`config.mk`:
```
export PLATFORM = sky130hd
export DESIGN_NAME = nemu_packet_sink
export DESIGN_NICKNAME = d
export VERILOG_FILES = /design/src/rtl/nemu_packet_sink_pkg.sv /design/src/rtl/nemu_latency_binner.sv /design/src/rtl/nemu_packet_sink.sv
export SDC_FILE = /design/constraint.sdc
export NUM_CORES = 1
export LEC_CHECK = 0
export CAP_MARGIN = 25
export CORE_ASPECT_RATIO = 0.9
export CORE_MARGIN = 2
export CORE_UTILIZATION = 45
export DETAILED_ROUTE_END_ITERATION = 8
export PLACE_DENSITY = 0.82
export SETUP_SLACK_MARGIN = 0.2
export SLEW_MARGIN = 20
export SYNTH_ARGS = -nofsm -noshare
export SYNTH_HDL_FRONTEND = slang
export SYNTH_HIERARCHICAL = 1
export SYNTH_SLANG_ARGS = --single-unit
```
`constraint.sdc`:
```
create_clock -name i_clk -period 4 [get_ports i_clk]
set_clock_uncertainty 0.05 [all_clocks]
set_input_delay 0.6 -clock i_clk [delete_from_list [all_inputs] [get_ports i_clk]]
set_output_delay 0.6 -clock i_clk [all_outputs]
set_load 0.05 [all_outputs]
```
`src/rtl/nemu_packet_sink_pkg.sv`:
```
// Shared NEMU definitions: packet format, port count, sink state encoding
// and small helpers used by the packet sink and the statistics collector.
package nemu_packet_sink_pkg;

  localparam int PORTS = 16;

  // Ceiling log2 for elaboration-time widths; log2(1) = 0.
  function automatic int log2(input int value);
    int r;
    r = 0;
    for (int i = 0; i < 31; i++) begin
      if ((1 << i) < value) r = i + 1;
    end
    return r;
  endfunction

  localparam int PORT_W = log2(PORTS);
  localparam int HIST_BINS_DEFAULT = 8;

  // data carries the injection timestamp written by the source.
  typedef struct packed {
    logic              valid;
    logic [PORT_W-1:0] dest;
    logic [31:0]       data;
  } packet_t;

  typedef enum logic [1:0] {
    SINK_WARMUP  = 2'd0,
    SINK_MEASURE = 2'd1,
    SINK_DONE    = 2'd2
  } sink_state_e;

  function automatic logic [31:0] sat_inc32(input logic [31:0] value);
    return (value == 32'hFFFF_FFFF) ? value : value + 32'd1;
  endfunction

endpackage

```
`src/rtl/nemu_latency_binner.sv`:
```
// Combinational leading-one encoder: latency -> log2 histogram bin, with
// everything at or above 2^(HIST_BINS-1) folded into the last bin.
module nemu_latency_binner
  import nemu_packet_sink_pkg::*;
#(
  parameter int HIST_BINS = HIST_BINS_DEFAULT,
  localparam int BIN_W = $clog2(HIST_BINS)
) (
  input  logic [31:0]      latency,
  output logic [BIN_W-1:0] bin
);

  logic [5:0] msb;

  // Latencies 0 and 1 both leave msb at 0, so bin 0 covers 0-1.
  always_comb begin
    msb = '0;
    for (int i = 0; i < 32; i++) begin
      if (latency[i]) msb = 6'(i);
    end
    if (msb >= 6'(HIST_BINS - 1)) bin = BIN_W'(HIST_BINS - 1);
    else                          bin = BIN_W'(msb);
  end

endmodule

```
`src/rtl/nemu_packet_sink.sv`:
```
// Per-core packet sink: latency measurement, routing check and windowed
// latency statistics (count, sum, min, max, log2 histogram).
module nemu_packet_sink
  import nemu_packet_sink_pkg::*;
#(
  parameter int PORT_NO   = 0,
  parameter int WARMUP    = 600,
  parameter int MEASURE   = 10000,
  parameter int HIST_BINS = HIST_BINS_DEFAULT
) (
  input  logic        i_clk,
  input  logic        reset_n,
  input  logic [31:0] i_timestamp,
  input  packet_t     i_pkt_in,
  output sink_state_e o_state,
  output logic        o_done,
  output logic [31:0] o_total_count,
  output logic [31:0] o_rx_count,
  output logic [47:0] o_lat_sum,
  output logic [31:0] o_lat_min,
  output logic [31:0] o_lat_max,
  output logic [31:0] o_hist [HIST_BINS],
  output logic        o_dest_error
);

  localparam int BIN_W = $clog2(HIST_BINS);

  logic [31:0]      cycle_cnt;
  logic             dest_ok;
  logic             s1_valid;
  logic             s1_misroute;
  logic             s1_incl;
  logic [31:0]      s1_lat;
  logic [BIN_W-1:0] s1_bin;
  logic             s2_take;
  logic [48:0]      sum_next;

  // Window state machine; reset_n is active high despite its name.
  always_ff @(posedge i_clk) begin
    if (reset_n) begin
      o_state   <= SINK_WARMUP;
      o_done    <= 1'b0;
      cycle_cnt <= '0;
    end else begin
      cycle_cnt <= cycle_cnt + 32'd1;
      case (o_state)
        SINK_WARMUP: begin
          if (cycle_cnt == 32'(WARMUP - 1)) begin
            o_state   <= SINK_MEASURE;
            cycle_cnt <= '0;
          end
        end
        SINK_MEASURE: begin
          if (cycle_cnt == 32'(MEASURE - 1)) begin
            o_state   <= SINK_DONE;
            o_done    <= 1'b1;
            cycle_cnt <= '0;
          end
        end
        default: ;
      endcase
    end
  end

  assign dest_ok = (i_pkt_in.dest == PORT_W'(PORT_NO));

  // S1: the include tag is frozen here so a packet arriving in the last
  // MEASURE cycle still counts after the state has moved to DONE.
  always_ff @(posedge i_clk) begin
    if (reset_n) begin
      s1_valid    <= 1'b0;
      s1_misroute <= 1'b0;
      s1_incl     <= 1'b0;
      s1_lat      <= '0;
    end else begin
      s1_valid    <= i_pkt_in.valid && dest_ok;
      s1_misroute <= i_pkt_in.valid && !dest_ok;
      s1_incl     <= (o_state == SINK_MEASURE);
      s1_lat      <= i_timestamp - i_pkt_in.data;
    end
  end

  nemu_latency_binner #(
    .HIST_BINS (HIST_BINS)
  ) u_binner (
    .latency (s1_lat),
    .bin     (s1_bin)
  );

  always_comb begin
    s2_take  = s1_valid && s1_incl;
    sum_next = {1'b0, o_lat_sum} + 49'(s1_lat);
  end

  // S2: every accumulator updates in one cycle, so back-to-back packets
  // never collide on a read-modify-write.
  always_ff @(posedge i_clk) begin
    if (reset_n) begin
      o_total_count <= '0;
      o_rx_count    <= '0;
      o_lat_sum     <= '0;
      o_lat_min     <= 32'hFFFF_FFFF;
      o_lat_max     <= '0;
      o_dest_error  <= 1'b0;
      for (int b = 0; b < HIST_BINS; b++) o_hist[b] <= '0;
    end else begin
      if (s1_misroute) o_dest_error <= 1'b1;
      if (s1_valid) o_total_count <= sat_inc32(o_total_count);
      if (s2_take) begin
        o_rx_count <= sat_inc32(o_rx_count);
        o_lat_sum  <= sum_next[48] ? 48'hFFFF_FFFF_FFFF : sum_next[47:0];
        if (s1_lat <= o_lat_min) o_lat_min <= s1_lat;
        if (s1_lat >= o_lat_max) o_lat_max <= s1_lat;
      end
      for (int b = 0; b < HIST_BINS; b++) begin
        if (s2_take && s1_bin == BIN_W'(b)) o_hist[b] <= sat_inc32(o_hist[b]);
      end
    end
  end

endmodule

```
==> impl_results.md, run 1 <==
* Status: completed
* Yosys warns at 6
* Skew-Pair Late Insertion Delay at 0.60 ns
* Post-Syn Area at 25,800 µm²
* Dominant synthesized flop cell: dfxtp_1
* Register area share after synthesis at 39.1%
* Post-layout nets at 3,780
* Period utilization at 88.1%
* Number of vias per cell at 5.49
* Register Area at 10,100 µm²
* DR DRC count at 0
* Routed via count at 24,029
* Synth Instances at 3,036
* Initial antenna violation count at 2
* Antenna-violating nets left at 0
* Worst-margin pin slew at 0.848 ns
* WL/cell at 17.9 µm
* Reg clk slew, reported paths at 0.07 ns
* Largest net degree at the start of global routing at 129
* Cell leakage power at 13.1 nW
* Final hold vios at 0
* Maximum vdd drop at 0.000316 V
* Number of synthesized flops with an enable pin at 0
* Slew Limit Fails at 0
* CP Buf/Inv Count at 3
* P_int at 8.53 mW
* CP top delay family: simple AND/OR/NAND/NOR gates
* Hold Crit Class: flop to flop
* Grt total ovfl at 0
* Die extent in y at 231 µm
* Combinational share of power at 8.7%
* PD cells at 336 nW/µm²
* Port Buf Inserts at 506
* Std cell rows at 83
* Global-route wire length before repair at 123 mm
* Die Wd at 256 µm
* Data arrival, critical path at 3.94 ns
* CTS sink count at 503
* IO Pins at 507
* Ys async rst share at 0%
* CP endpoint kind: flop
* Clock root cell: clkbuf_16
* # hold bufs at CTS at 0
* CTS tree: yes
* Crit-path max FO at 9
* Max-slew headroom at the worst pin at 43.4%
* Worst Setup Start Kind: flop
* Sequential cell fraction of total power at 45.7%
* Max-cap violation count at 0
* Drt first pass iters at 6
* Number of global-route vias before repair at 22,567
* GPL Wtd Cong at 0.955
* Fmax at 0.284 GHz
* Sw frac at 24.8%
* Initial Util at 45.3%
* Crit Path Category: flop to flop
* Crit Reg-Reg Endpoint: o_hist[121]
* Clock power frac at 45.6%
* Critical path required time at 4.41 ns
* Reg2Reg Depth at 15
* Syn avg cell area at 8.48 µm²
* Global Route Usage Sum at 25.4%
* Layout area overhead at 31.1%
* Crit path capture: o_hist[121]
* Core ar. at 56,800 µm²
* Drt total wl at 78.5 mm
* Final setup viols at 0
* Setup TNS at 0 ns
* CTS Buf Count at 54
* Clock buffer depth at 3
* Multi-input gate area at 14,800 µm²
* Reg-to-reg slack, setup at 0.48 ns
* Placed Cells at 4,273
* Layout Cells excl Fill at 4,377
* Synthesized flop and latch total at 503
* Yosys cell types at 90
* RSZ-0062 raised after global routing: false
* Share of cells above drive strength 1 at 5.90%
* First DRT Iteration DRCs at 1,918
* Syn nets at 3,247
* Most frequent CP cell: buf_4
* Tmin final at 3.52 ns
* Die ar. at 59,200 µm²
* CTS H-tree depth at 2
* Critical Path Start: s1_lat[28]
* CP max stage delay at 0.40 ns
* Hpwl dp at 58.2 mm
* Fillcell total at 4,937
* Slowest CP cell: dfxtp_1
* Net switching power at 2.82 mW
* RR Startpoint: s1_lat[28]
* Stages on the worst setup path at 15
* Crit-path cells: nor4_1 -> nand4_1 -> nor4_4 -> o21ai_0 -> buf_4 -> nor2_1 -> buf_4 -> nand2_1 -> a31oi_4 -> nand4_4 -> nor4_4 -> buf_4 -> nand4_1 -> xor2_1 -> nor2_1
-- Yosys cell counts, types with 6 or more instances --
library cell / n / area, µm²
a21oi_1: 140 / 701
a31oi_1: 8 / 50.1
a311oi_1: 6 / 52.6
mux2i_1: 41 / 410
nand2b_1: 15 / 93.8
and3_1: 63 / 394
or3_1: 64 / 400
a211oi_1: 46 / 345
clkbuf_1: 64 / 240
inv_1: 146 / 548
nand4_1: 92 / 576
nor3_1: 52 / 260
nor2b_1: 18 / 113
dfxtp_1: 503 / 10100
xor2_1: 239 / 2090
nor4_1: 25 / 156
and4_1: 50 / 438
nand3_1: 143 / 716
o21a_1: 11 / 82.6
a21o_1: 47 / 353
buf_2: 18 / 90.1
nor2_1: 532 / 2000
o21bai_1: 7 / 52.6
o211ai_1: 7 / 52.6
ha_1: 138 / 1730
and2_1: 19 / 119
xnor2_1: 107 / 937
a211o_1: 35 / 307
nand2_1: 196 / 736
o21ai_0: 96 / 480
-- through the flow --
stage	setup slack [ns]	cell area (µm²)	hold slack, ns	utilization [%]	total power [mW]
3_3_place_gp	0.244	31900	0.378	56.1	6.22
6_report	0.476	33800	0.400	59.4	11.3
4_1_cts	0.257	33700	0.405	59.3	11.4
3_5_place_dp	0.156	31900	0.392	56.1	6.24
2_1_floorplan	0.824	25800	0.361	-	5.87
5_1_grt	0.202	33800	0.431	59.4	11.8
-- layer usage --
metal	GRT usage [%]	part of all wire, %
met2	40.9	45
met5	0	0.017
met3	6.32	8.5
met4	9.76	3.7
met1	32.8	43
-- cells in the final DEF, fill, tap and decap left out, drive strengths merged, types with 5 or more instances in the layout --
master | Yosys | final
nor2 | 534 | 534
clkdlybuf4s50 | 0 | 505
dfxtp | 503 | 503
xor2 | 239 | 239
nand2 | 197 | 197
inv | 146 | 147
nand3 | 143 | 143
a21oi | 141 | 141
ha | 138 | 138
xnor2 | 107 | 107
o21ai | 100 | 100
nand4 | 98 | 98
clkbuf | 64 | 76
or3 | 65 | 65
and3 | 64 | 64
buf | 23 | 59
nor3 | 54 | 54
and4 | 52 | 52
a21o | 47 | 47
a211oi | 47 | 47
mux2i | 41 | 41
a211o | 36 | 36
nor4 | 34 | 34
and2 | 21 | 21
nor2b | 19 | 19
nand2b | 15 | 15
o21a | 12 | 12
clkinv | 0 | 11
a31oi | 11 | 11
o211ai | 7 | 7
o21bai | 7 | 7
a311oi | 7 | 7
a221oi | 7 | 7
or2 | 6 | 6
o31ai | 6 | 6
clkinvlp | 0 | 5
bufinv | 0 | 5
-- worst min path at each step --
stage | startpoint | to | slack (ns) | depth (start not counted)
6_report | s1_misroute | o_dest_error | 0.40 | 2
5_1_grt | cycle_cnt[0] | cycle_cnt[0] | 0.43 | 1
4_1_cts | s1_misroute | o_dest_error | 0.40 | 2
3_5_place_dp | s1_misroute | o_dest_error | 0.39 | 2
3_3_place_gp | cycle_cnt[0] | cycle_cnt[0] | 0.38 | 1
2_1_floorplan | s1_misroute | o_dest_error | 0.36 | 2
-- power groups by stage --
stage	clock [mW]	sequential, mW	combinational, mW
final	5.17	5.18	0.988
after global routing	5.50	5.18	1.09
after CTS	5.27	5.17	0.964
after detailed placement	0	5.28	0.956
after global placement	0	5.28	0.941
after floorplan	0	5.24	0.632
-- layout make-up --
class                   instances  share of cell area (%)
diodes                          1                 0.00741
clock buffers                  76                    4.66
clock inverters                22                   0.745
inverters                     146                    1.62
multi-input cells            2300                    43.9
flip-flops and latches        503                    29.8
well taps                     765                    2.83
repair buffers                564                    16.4
-- worst register-to-register path: cells and delay by family (launching register included) --
kind | cells | cell delay [ns]
flops | 1 | 0.40
compound gates | 2 | 0.40
buf+inv | 3 | 0.51
xor+xnor | 1 | 0.15
simple gates | 9 | 1.90
-- state kept, by name, indices dropped and copies added, names as in the netlist, 2 cells and up --
name / count
o_state: 2
o_lat_sum: 48
o_rx_count: 32
o_lat_max: 32
s1_lat: 32
o_lat_min: 32
o_hist: 256
o_total_count: 32
cycle_cnt: 32
-- kinds of logic after synthesis --
logic type	synth area share [%]
AO/OA/AOI/OAI	11.9
adder cells (fa/ha/maj)	6.86
XOR/XNOR	11.8
flip-flops	39.1
buffers and inverters	3.48
multiplexers	1.64
AND/OR/NAND/NOR	25.2
-- what timing repair did --
action	CTS	global route
endpoints found under the hold margin	0	0
buffers inserted	0	5
endpoints found under the setup margin	0	25
resized for setup	0	7
Power figures use the tool's default switching activity.
==> run 2, diff against run 1 <==
ABC_AREA = 1   (was unset)
PLACE_DENSITY = 0.8   (was 0.82)
SYNTH_HIERARCHICAL = unset   (was 1)
==> impl_results.md, run 2 <==
* Skew-Pair Late Insertion Delay at 0.62 ns
* P_int at 8.55 mW
* Met3 WL at 7.84 mm
* Hpwl dp at 76.1 mm
* GPL Wtd Cong at 0.995
* Share of cells above drive strength 1 at 5.30%
* Drt total wl at 101 mm
* Most common cell after layout, fill and taps aside: nand2_1
* Sequential cell fraction of total power at 45.3%
* Post-layout nets at 5,055
* Placed Cells at 5,652
* Cell leakage power at 14.1 nW
* Most frequent cells after synthesis: 904 x nand2_1, 503 x dfxtp_1, 484 x inv_1
* Hold Crit Class: input pin to flop
* DR DRC count at 0
* Max-cap violation count at 0
* Initial antenna violation count at 2
* # hold bufs at CTS at 0
* Port Buf Inserts at 506
* Number of synthesized flops with an enable pin at 0
* Clock buffer depth at 3
* Std cell rows at 90
* Slew Limit Fails at 0
* Dominant synthesized flop cell: dfxtp_1
* Fin util at 56.8%
* Yosys warns at 0
* Post-Syn Area at 30,700 µm²
* Number of vias per cell at 5.43
* RSZ-0062 raised after global routing: false
* Max FFs per register at 256
* Worst hold margin at 0.298 ns
* Setup TNS at 0 ns
* Largest net degree at the start of global routing at 175
* CTS tree: yes
* CP endpoint kind: flop
* Worst-margin pin slew at 0.997 ns
* Layout Cells excl Fill at 5,766
* Count leader, synth: nand2_1
* Die extent in y at 252 µm
* Top layer in use: met4
* Sw frac at 25.0%
* Largest regs: o_hist x256, o_lat_sum x48
* PD cells at 298 nW/µm²
* CTS Buf Count at 55
* Final setup viols at 0
* Reg-to-reg slack, setup at 0.48 ns
* Synthesized flop and latch total at 503
* Fmax at 0.284 GHz
* Syn nets at 4,602
* Drt first pass iters at 6
* Final hold vios at 0
* Critical path required time at 4.46 ns
* Ys async rst share at 0%
* Max-slew headroom at the worst pin at 33.5%
* RR Startpoint: o_lat_sum[0]
* Critical Path Start: o_lat_sum[0]
* Crit Path Category: flop to flop
* Synth Instances at 4,391
* Core ar. at 67,200 µm²
* Data arrival, critical path at 3.98 ns
* Maximum vdd drop at 0.000304 V
* Post-synth top area share at 32.8%
* Combinational share of power at 7.2%
* IO Pins at 507
* Synth area leaders: dfxtp_1 33%, nand2_1 11%, a21oi_1 7.9%
* Routed via count at 31,308
* Reg clk slew, reported paths at 0.07 ns
* Reg2Reg Depth at 22
* Grt total ovfl at 0
* Period utilization at 87.9%
* Initial Util at 45.6%
* Die ar. at 70,300 µm²
* Crit-path max FO at 3
* Pre-CTS WS at 0.0480 ns
* Die Wd at 279 µm
* Placed Area at 36,200 µm²
* First DRT Iteration DRCs at 2,652
* Clock power frac at 47.5%
* Net switching power at 2.85 mW
* Crit Reg-Reg Endpoint: o_lat_sum[44]
* Pwr Total at 11.4 mW
* Number of global-route vias before repair at 28,923
* CTS H-tree depth at 2
* Status: completed
* Wire length on met1 at 45.0 mm
* Met2 WL at 44.3 mm
* Yosys top cell by area: dfxtp_1
* Antenna-violating nets left at 0
* Yosys cell types at 63
* Most frequent cells in the layout: 902 x nand2_1, 505 x clkdlybuf4s50_1, 502 x dfxtp_1
* Layout area overhead at 24.6%
* Global-route wire length before repair at 159 mm
* Tmin final at 3.52 ns
* WL/cell at 17.5 µm
* Global Route Usage Sum at 27.6%
* CTS sink count at 503
* Setup ws final at 0.484 ns
* Crit path capture: o_lat_sum[44]
* Syn avg cell area at 6.99 µm²
* Reg with most FFs: o_hist
* Worst Setup Start Kind: flop
* Register area share after synthesis at 32.8%
* Clock root cell: clkbuf_16
* Finished Cell Area at 38,200 µm²
[run 2: final cells by class]
class	instances	area [µm²]
fill	6299	29000
tap	874	1090
clock inverter	24	303
timing repair buffer	547	5440
antenna	3	7.51
sequential	503	10100
clock buffer	78	1600
inverter	504	1890
multi-input combinational	3233	17800
[run 2: power by group through the flow]
stage	sequential [mW]	clock [mW]	combinational (mW)
finish	5.16	5.42	0.823
global route	5.16	5.72	0.935
CTS	5.15	5.49	0.815
detailed placement	5.27	0	0.807
global placement	5.27	0	0.790
floorplan	5.21	0	0.576
[run 2: worst min-delay path by stage]
stage / endpoint / slack, ns / from / depth (start not counted)
CTS: s1_lat[1] / 0.26 / reset_n / 2
floorplan: o_dest_error / 0.36 / s1_misroute / 2
finish: s1_lat[1] / 0.30 / reset_n / 2
detailed placement: cycle_cnt[0] / 0.39 / cycle_cnt[0] / 1
global placement: cycle_cnt[0] / 0.38 / cycle_cnt[0] / 1
global route: o_rx_count[24] / 0.29 / reset_n / 2
[run 2: repair_timing]
action	4_1_cts	5_1_grt
endpoints found under the setup margin	0	205
buffers inserted	0	9
gates resized for setup	0	9
[run 2: critical path: stages (launching register included)]
cell      delay (ns)
dfxtp_1         0.36
ha_1            0.24
inv_1           0.07
fa_1            0.41
nand3b_1        0.20
nand2_2         0.12
a21oi_4         0.07
o21ai_4         0.17
a21boi_4        0.09
nor3_2          0.13
nor2_2          0.07
o21ai_2         0.18
nand2_1         0.07
nand2_1         0.11
a21boi_2        0.10
o21ai_4         0.19
a21oi_4         0.11
nor3_2          0.21
nand2_1         0.15
nand2_1         0.08
nand2_1         0.05
o21ai_1         0.11
inv_1           0.05
[run 2: cells by family (layout without fill, tap and decap cells)]
logic type	Yosys count	in the layout	share of synthesized area (%)
buffers and inverters	655	1153	9.30
flip-flops	503	503	32.8
AO/OA/AOI/OAI	772	772	14.0
XOR/XNOR	291	291	8.31
adder cells (fa/ha/maj)	140	140	5.76
other	0	3	0
AND/OR/NAND/NOR	2030	2030	29.8
[run 2: per-layer routing]
layer | global-route usage (%) | vias to the layer above
li1 | - | 15551
met1 | 37.4 | 14498
met2 | 43.5 | 1059
met3 | 5.92 | 200
met4 | 9.32 | 0
met5 | 0 | -
